==> src/rtl/bp_fe_pkg.sv <==
// Front-end command definitions shared by the command sequencer and its bench.
package bp_fe_pkg;

  localparam int vaddr_width_p           = 39;
  localparam int fe_cmd_operand_width_lp = 24;

  typedef enum logic [3:0] {
    e_op_state_reset          = 4'd0,
    e_op_pc_redirection       = 4'd1,
    e_op_icache_fill_response = 4'd2,
    e_op_icache_fence         = 4'd3,
    e_op_itlb_fill_response   = 4'd4,
    e_op_itlb_fence           = 4'd5,
    e_op_attaboy              = 4'd6,
    e_op_wait                 = 4'd7
  } bp_fe_command_queue_opcodes_e;

  typedef struct packed {
    bp_fe_command_queue_opcodes_e         opcode;
    logic [vaddr_width_p-1:0]             vaddr;
    logic [fe_cmd_operand_width_lp-1:0]   operands;
  } bp_fe_cmd_s;

  localparam int fe_cmd_width_lp = $bits(bp_fe_cmd_s);

  typedef enum logic [1:0] {
    e_pass,
    e_drain,
    e_fence_wait
  } bp_fe_cmd_seq_state_e;

  // Fences must wait for the fetch pipeline to empty before being forwarded.
  function automatic logic bp_fe_cmd_is_fence(input bp_fe_command_queue_opcodes_e opcode);
    return (opcode == e_op_icache_fence) || (opcode == e_op_itlb_fence);
  endfunction

endpackage

==> src/rtl/bp_fe_inflight_counter.sv <==
// Tracks fetches between I$ acceptance and IF2 exit; saturating up/down counter.
module bp_fe_inflight_counter
#(
  parameter int max_inflight_p = 2
) (
  input  logic clk_i,
  input  logic reset_n_i,
  input  logic inc_i,
  input  logic dec_i,
  output logic zero_o
);

  localparam int width_lp = $clog2(max_inflight_p + 1);
  localparam logic [width_lp-1:0] max_lp = width_lp'(max_inflight_p);

  logic [width_lp-1:0] count_q, count_d;

  // Simultaneous issue and retire cancel; the count clamps at both ends.
  always_comb begin
    count_d = count_q;
    if (inc_i && !dec_i && (count_q != max_lp)) begin
      count_d = count_q + 1'b1;
    end else if (dec_i && !inc_i && (count_q != '0)) begin
      count_d = count_q - 1'b1;
    end
  end

  // Count register, cleared by the synchronous reset.
  always_ff @(posedge clk_i) begin
    if (!reset_n_i) begin
      count_q <= '0;
    end else begin
      count_q <= count_d;
    end
  end

  assign zero_o = (count_q == '0);

  overflow_a: assert property (@(posedge clk_i) disable iff (!reset_n_i)
    !(inc_i && !dec_i && (count_q == max_lp)));

  underflow_a: assert property (@(posedge clk_i) disable iff (!reset_n_i)
    !(dec_i && !inc_i && (count_q == '0)));

endmodule

==> src/rtl/bp_fe_cmd_sequencer.sv <==
// One-entry FE command buffer between the BE command FIFO and pc_gen.
// Fences hold off fetch, drain in-flight fetches and wait for I$ idle before
// being forwarded; icache fences additionally wait for fence completion.
module bp_fe_cmd_sequencer
  import bp_fe_pkg::*;
#(
  parameter int max_inflight_p  = 2,
  parameter int fence_timeout_p = 1024
) (
  input  logic                       clk_i,
  input  logic                       reset_n_i,
  input  logic [fe_cmd_width_lp-1:0] be_cmd_i,
  input  logic                       be_cmd_v_i,
  output logic                       be_cmd_yumi_o,
  output logic [fe_cmd_width_lp-1:0] fe_cmd_o,
  output logic                       fe_cmd_v_o,
  input  logic                       fe_cmd_yumi_i,
  input  logic                       fetch_issue_i,
  input  logic                       fetch_retire_i,
  input  logic                       icache_busy_i,
  input  logic                       fence_done_i,
  output logic                       fetch_hold_o,
  output logic                       timeout_o
);

  localparam int tcnt_width_lp = (fence_timeout_p > 2) ? $clog2(fence_timeout_p) : 1;
  localparam logic [tcnt_width_lp-1:0] tcnt_last_lp = tcnt_width_lp'(fence_timeout_p - 1);

  bp_fe_cmd_seq_state_e      state_q, state_d;
  bp_fe_cmd_s                cmd_q, cmd_d;
  logic                      cmd_v_q, cmd_v_d;
  logic [tcnt_width_lp-1:0]  tcnt_q, tcnt_d;
  logic                      timeout_q, timeout_d;

  logic inflight_zero;
  logic head_is_fence, head_is_icache_fence;
  logic fe_v_raw, hold_raw;
  logic deq, enq;

  bp_fe_inflight_counter #(
    .max_inflight_p(max_inflight_p)
  ) u_inflight (
    .clk_i     (clk_i),
    .reset_n_i (reset_n_i),
    .inc_i     (fetch_issue_i),
    .dec_i     (fetch_retire_i),
    .zero_o    (inflight_zero)
  );

  assign head_is_fence        = bp_fe_cmd_is_fence(cmd_q.opcode);
  assign head_is_icache_fence = (cmd_q.opcode == e_op_icache_fence);

  // Per-state output decode and next-state selection.
  always_comb begin
    fe_v_raw = 1'b0;
    hold_raw = 1'b0;
    state_d  = state_q;
    unique case (state_q)
      e_pass: begin
        if (cmd_v_q) begin
          if (head_is_fence) begin
            hold_raw = 1'b1;
            state_d  = e_drain;
          end else begin
            fe_v_raw = 1'b1;
          end
        end
      end
      e_drain: begin
        hold_raw = 1'b1;
        fe_v_raw = cmd_v_q & inflight_zero & ~icache_busy_i;
        if (fe_v_raw && fe_cmd_yumi_i) begin
          state_d = head_is_icache_fence ? e_fence_wait : e_pass;
        end
      end
      e_fence_wait: begin
        hold_raw = 1'b1;
        if (fence_done_i) begin
          state_d = e_pass;
        end
      end
      default: begin
        state_d = e_pass;
      end
    endcase
  end

  assign fe_cmd_v_o    = reset_n_i & fe_v_raw;
  assign fetch_hold_o  = reset_n_i & hold_raw;
  assign deq           = fe_cmd_v_o & fe_cmd_yumi_i;
  assign be_cmd_yumi_o = reset_n_i & be_cmd_v_i & (~cmd_v_q | deq);
  assign enq           = be_cmd_yumi_o;
  assign fe_cmd_o      = cmd_q;
  assign timeout_o     = timeout_q;

  // Buffer occupancy: a refill in the dequeue cycle keeps the entry valid.
  always_comb begin
    cmd_v_d = cmd_v_q;
    cmd_d   = cmd_q;
    if (enq) begin
      cmd_v_d = 1'b1;
      cmd_d   = bp_fe_cmd_s'(be_cmd_i);
    end else if (deq) begin
      cmd_v_d = 1'b0;
    end
  end

  // Fence-wait watchdog: counts only while waiting and parks at the last value.
  always_comb begin
    tcnt_d    = '0;
    timeout_d = timeout_q;
    if (state_q == e_fence_wait) begin
      if (tcnt_q == tcnt_last_lp) begin
        tcnt_d    = tcnt_q;
        timeout_d = 1'b1;
      end else begin
        tcnt_d = tcnt_q + 1'b1;
      end
    end
  end

  // Control state with synchronous reset; reset discards any held command.
  always_ff @(posedge clk_i) begin
    if (!reset_n_i) begin
      state_q   <= e_pass;
      cmd_v_q   <= 1'b0;
      tcnt_q    <= '0;
      timeout_q <= 1'b0;
    end else begin
      state_q   <= state_d;
      cmd_v_q   <= cmd_v_d;
      tcnt_q    <= tcnt_d;
      timeout_q <= timeout_d;
    end
  end

  // Command payload needs no reset; its valid bit qualifies it.
  always_ff @(posedge clk_i) begin
    cmd_q <= cmd_d;
  end

endmodule

==> config.mk <==
export PLATFORM = sky130hd
export DESIGN_NAME = bp_fe_cmd_sequencer
export DESIGN_NICKNAME = d
export VERILOG_FILES = /design/src/rtl/bp_fe_pkg.sv /design/src/rtl/bp_fe_inflight_counter.sv /design/src/rtl/bp_fe_cmd_sequencer.sv
export SDC_FILE = /design/constraint.sdc
export NUM_CORES = 1
export LEC_CHECK = 0
export ABC_AREA = 1
export CAP_MARGIN = 20
export CELL_PAD_IN_SITES_DETAIL_PLACEMENT = 1
export CELL_PAD_IN_SITES_GLOBAL_PLACEMENT = 2
export CORE_MARGIN = 1
export CORE_UTILIZATION = 25
export CTS_CLUSTER_SIZE = 25
export DETAILED_ROUTE_END_ITERATION = 7
export GPL_TIMING_DRIVEN = 0
export PLACE_DENSITY_LB_ADDON = 0.1
export SKIP_CTS_REPAIR_TIMING = 1
export SLEW_MARGIN = 20
export SYNTH_ARGS = -nofsm -noshare
export SYNTH_HDL_FRONTEND = slang
export SYNTH_SLANG_ARGS = --single-unit
==> constraint.sdc <==
create_clock -name clk_i -period 6.75 [get_ports clk_i]
set_clock_uncertainty 0.15 [all_clocks]
set_input_delay 1.35 -clock clk_i [delete_from_list [all_inputs] [get_ports clk_i]]
set_output_delay 1.35 -clock clk_i [all_outputs]
set_load 0.005 [all_outputs]
==> impl_metrics.csv <==
group,metric,value,unit
status,status,"finished, final reports clean",
yosys,syn_area,2952,um^2
die,die-area,12240,um^2
yosys,netlist.area_leader.share,68.16,%
worst_setup_path,critPathCaptureType,"output port",
placement,portBuffers,144,
worst_setup_path,worstSetupPathType,"in2out",
worst_setup_path,timing.reg2reg.setup_slack,4110,ps
min_path,min_from,"timeout_o",
routing,ant_nets,0,
yosys,synthTopCellsByArea,"edfxtp_1 (68%), dfxtp_1 (11%), nand2_1 (3.2%)",
die,fp.dieW,110.7,um
yosys,ys_seq_area_share,79.02,%
placement,dpl.cell_count,494,
global_routing,grt_max_degree,23,
timing,fin_crit,5024,ps
die,pin_count,146,
yosys,avgSynthCellArea,14.47,um^2
cts,cts_buffer_depth,2,
cts,cts_tree,"built",
yosys,yosysUniqueCellTypes,27,
timing,slew_headroom,55.29,%
min_path,hold_path_class,"reg2reg",
die,core,11470,um^2
die,die_height,110.7,um
global_routing,grt_pass1_vias,2394,
global_routing,antenna_found_initial,0,
placement,hpwl,6.195,mm
die,rows,39,
layout,drive_above_1_share,8.719,%
timing,drv_slew,0,
power_and_ir_drop,power_frac_seq,49.1,%
timing,rsz0062_at_grt,"no",
routing,drt_pass1_iterations,4,
run,max_cap_violations,0,
power_and_ir_drop,p_switching,0.2813,mW
power_and_ir_drop,p_total,1.217,mW
min_path,hold_depth,2,
die,initial_core_util,25.74,%
cts,cts_root_buf,"clkbuf_16",
global_routing,globalRouteTotalUtil,13.65,%
yosys,yosys_register_bits,83,
timing,fin_crit_sh,74.43,%
cts,numCtsBuffers,9,
cts,clk_pin_slew,60,ps
timing,worst_pin_slew,669.2,ps
yosys,syn_inst,204,
worst_setup_path,r2r_start,"state_q[0]",
power_and_ir_drop,comb_power_share,15.4,%
cts,insertion_delay,330,ps
layout,finalNonFillerCells,510,
worst_setup_path,path_max_fanout,17,
worst_setup_path,worstPathArrival,3520,ps
layout,fin_nets,442,
yosys,async_flop_share,0,%
routing,drt_iter0_drc,62,
min_path,hold_end,"timeout_o",
timing,setup_viol,0,
yosys,ys.flop_type,"edfxtp_1",
layout,areaGrowthSynthToFinish,66.85,%
routing,vias,2079,
power_and_ir_drop,p_leak,1.777,nW
global_routing,grt_pass1_wl,12.52,mm
cts,cts.sinks,83,
power_and_ir_drop,p_sw_share,23.11,%
global_routing,gr-total-overflow,0,
timing,final_hold_viol_count,0,
yosys,synth_nets,284,
yosys,yosysTopAreaCell,"edfxtp_1",
cts,cts_max_level,3,
routing,avgRoutedWirePerCell,15.51,um
routing,drc,0,
worst_setup_path,start_kind,"primary input",
layout,final.fill_count,1206,
power_and_ir_drop,ir_worst_vdd,0.1158,mV
power_and_ir_drop,power.share.clock,35.5,%
yosys,synth_edf_count,67,
worst_setup_path,reg2reg_depth,9,
worst_setup_path,cp.required,5250,ps
routing,viasPerCell,4.076,
power_and_ir_drop,p_per_area,247.2,nW/um^2
yosys,ys.warnings.count,0,
worst_setup_path,rr_endpoint,"fe_cmd_o[15]",
power_and_ir_drop,p_int,0.9360,mW
routing,wl,7.909,mm
timing,max_clock_freq,199.1,MHz
placement,gp_congestion,0.7292,
layout,antennaDiodeCount,0,
how the worst max path moves through the flow:
stage,end,start,depth (start not counted)
2_1_floorplan,be_cmd_yumi_o,icache_busy_i,5
3_3_place_gp,be_cmd_yumi_o,icache_busy_i,7
3_5_place_dp,be_cmd_yumi_o,icache_busy_i,8
4_1_cts,be_cmd_yumi_o,icache_busy_i,8
5_1_grt,be_cmd_yumi_o,icache_busy_i,8
6_report,be_cmd_yumi_o,icache_busy_i,8
power groups by stage:
stage / Clock, mW / Sequential, mW / Combinational [mW]
detailed placement: 0 / 0.609 / 0.191
global route: 0.467 / 0.601 / 0.210
global placement: 0 / 0.612 / 0.182
floorplan: 0 / 0.612 / 0.0723
finish: 0.432 / 0.598 / 0.187
CTS: 0.454 / 0.598 / 0.193
area by class of cell:
class,instances,area [um^2],area share [%]
inverters,27,115.1,2.337
clock buffers,10,229.0,4.649
repair buffers,147,1524,30.95
plain buffers,1,5.005,0.1016
well taps,143,178.9,3.633
multi-input cells,93,510.5,10.37
flip-flops and latches,83,2332,47.36
clock inverters,6,30.03,0.6098
cell families (layout without fill, tap and decap cells):
group                      Yosys count  in the layout  synth area share [%]
AOI/OAI and AO/OA                   24             24                 4.409
adders and majority gates            5              5                 2.120
xor gates and xnor gates             1              1                0.2968
buffers and inverters               28            191                 4.069
and+or+nand+nor                     63             63                 10.09
DFF                                 83             83                 79.02
worst max-delay path, cell delays in order:
cell and delay (ps):
clkdlybuf4s50_1 410, inv_2 60, nand4_1 120, nand2_1 100
nand3_1 130, a21oi_4 580, buf_16 230, clkdlybuf4s50_1 520
Yosys cell counts (2+ instances only):
master / number
edfxtp_1: 67
nand2_1: 25
inv_1: 19
dfxtp_1: 16
nor2_1: 11
a21oi_1: 10
nand3_1: 10
o21ai_1: 7
inv_2: 6
ha_1: 5
nor3_1: 4
nand2_2: 3
nand4_1: 3
nor2_2: 3
o21ai_0: 2
o21bai_1: 2
cells in the final DEF, fill, tap and decap left out, types with 5 or more instances in the layout:
cell type,netlist,final
nand3_1,10,10
nor2_1,11,11
clkbuf_16,0,9
dfxtp_1,16,16
inv_2,6,6
o21ai_1,7,7
inv_1,19,19
a21oi_1,10,9
nand2_1,25,25
edfxtp_1,67,67
clkdlybuf4s50_1,0,144
ha_1,5,5
metrics by stage:
stage                     TNS (ps)  setup slack (ps)  util [%]  area [um^2]  hold WS, ps
final                            0              1726     42.95         4925        308.7
after global routing             0              1549     42.95         4925        340.6
after CTS                        0              1688     42.95         4925        322.2
after detailed placement         0              1696     40.69         4666        309.8
after global placement      -60530             -2834     39.87         4572        300.5
after floorplan                  0             272.3         -         2952        293.9
registers in the layout, indices dropped and copies added (netlist names):
register / cells
tcnt_q: 10
state_q: 2
fe_cmd_o: 67
u_inflight.count_q: 2
cmd_v_q: 1
timeout_o: 1
per-layer routing:
layer | up-vias | part of all wire [%] | track usage, %
met1 | 959 | 35 | 13.68
met2 | 86 | 52 | 23.64
li1 | 1023 | - | -
met3 | 11 | 11 | 6.889
met4 | 0 | 2.1 | 6.044
met5 | - | 0 | 0
No activity file was read; power rests on OpenSTA's default activity.
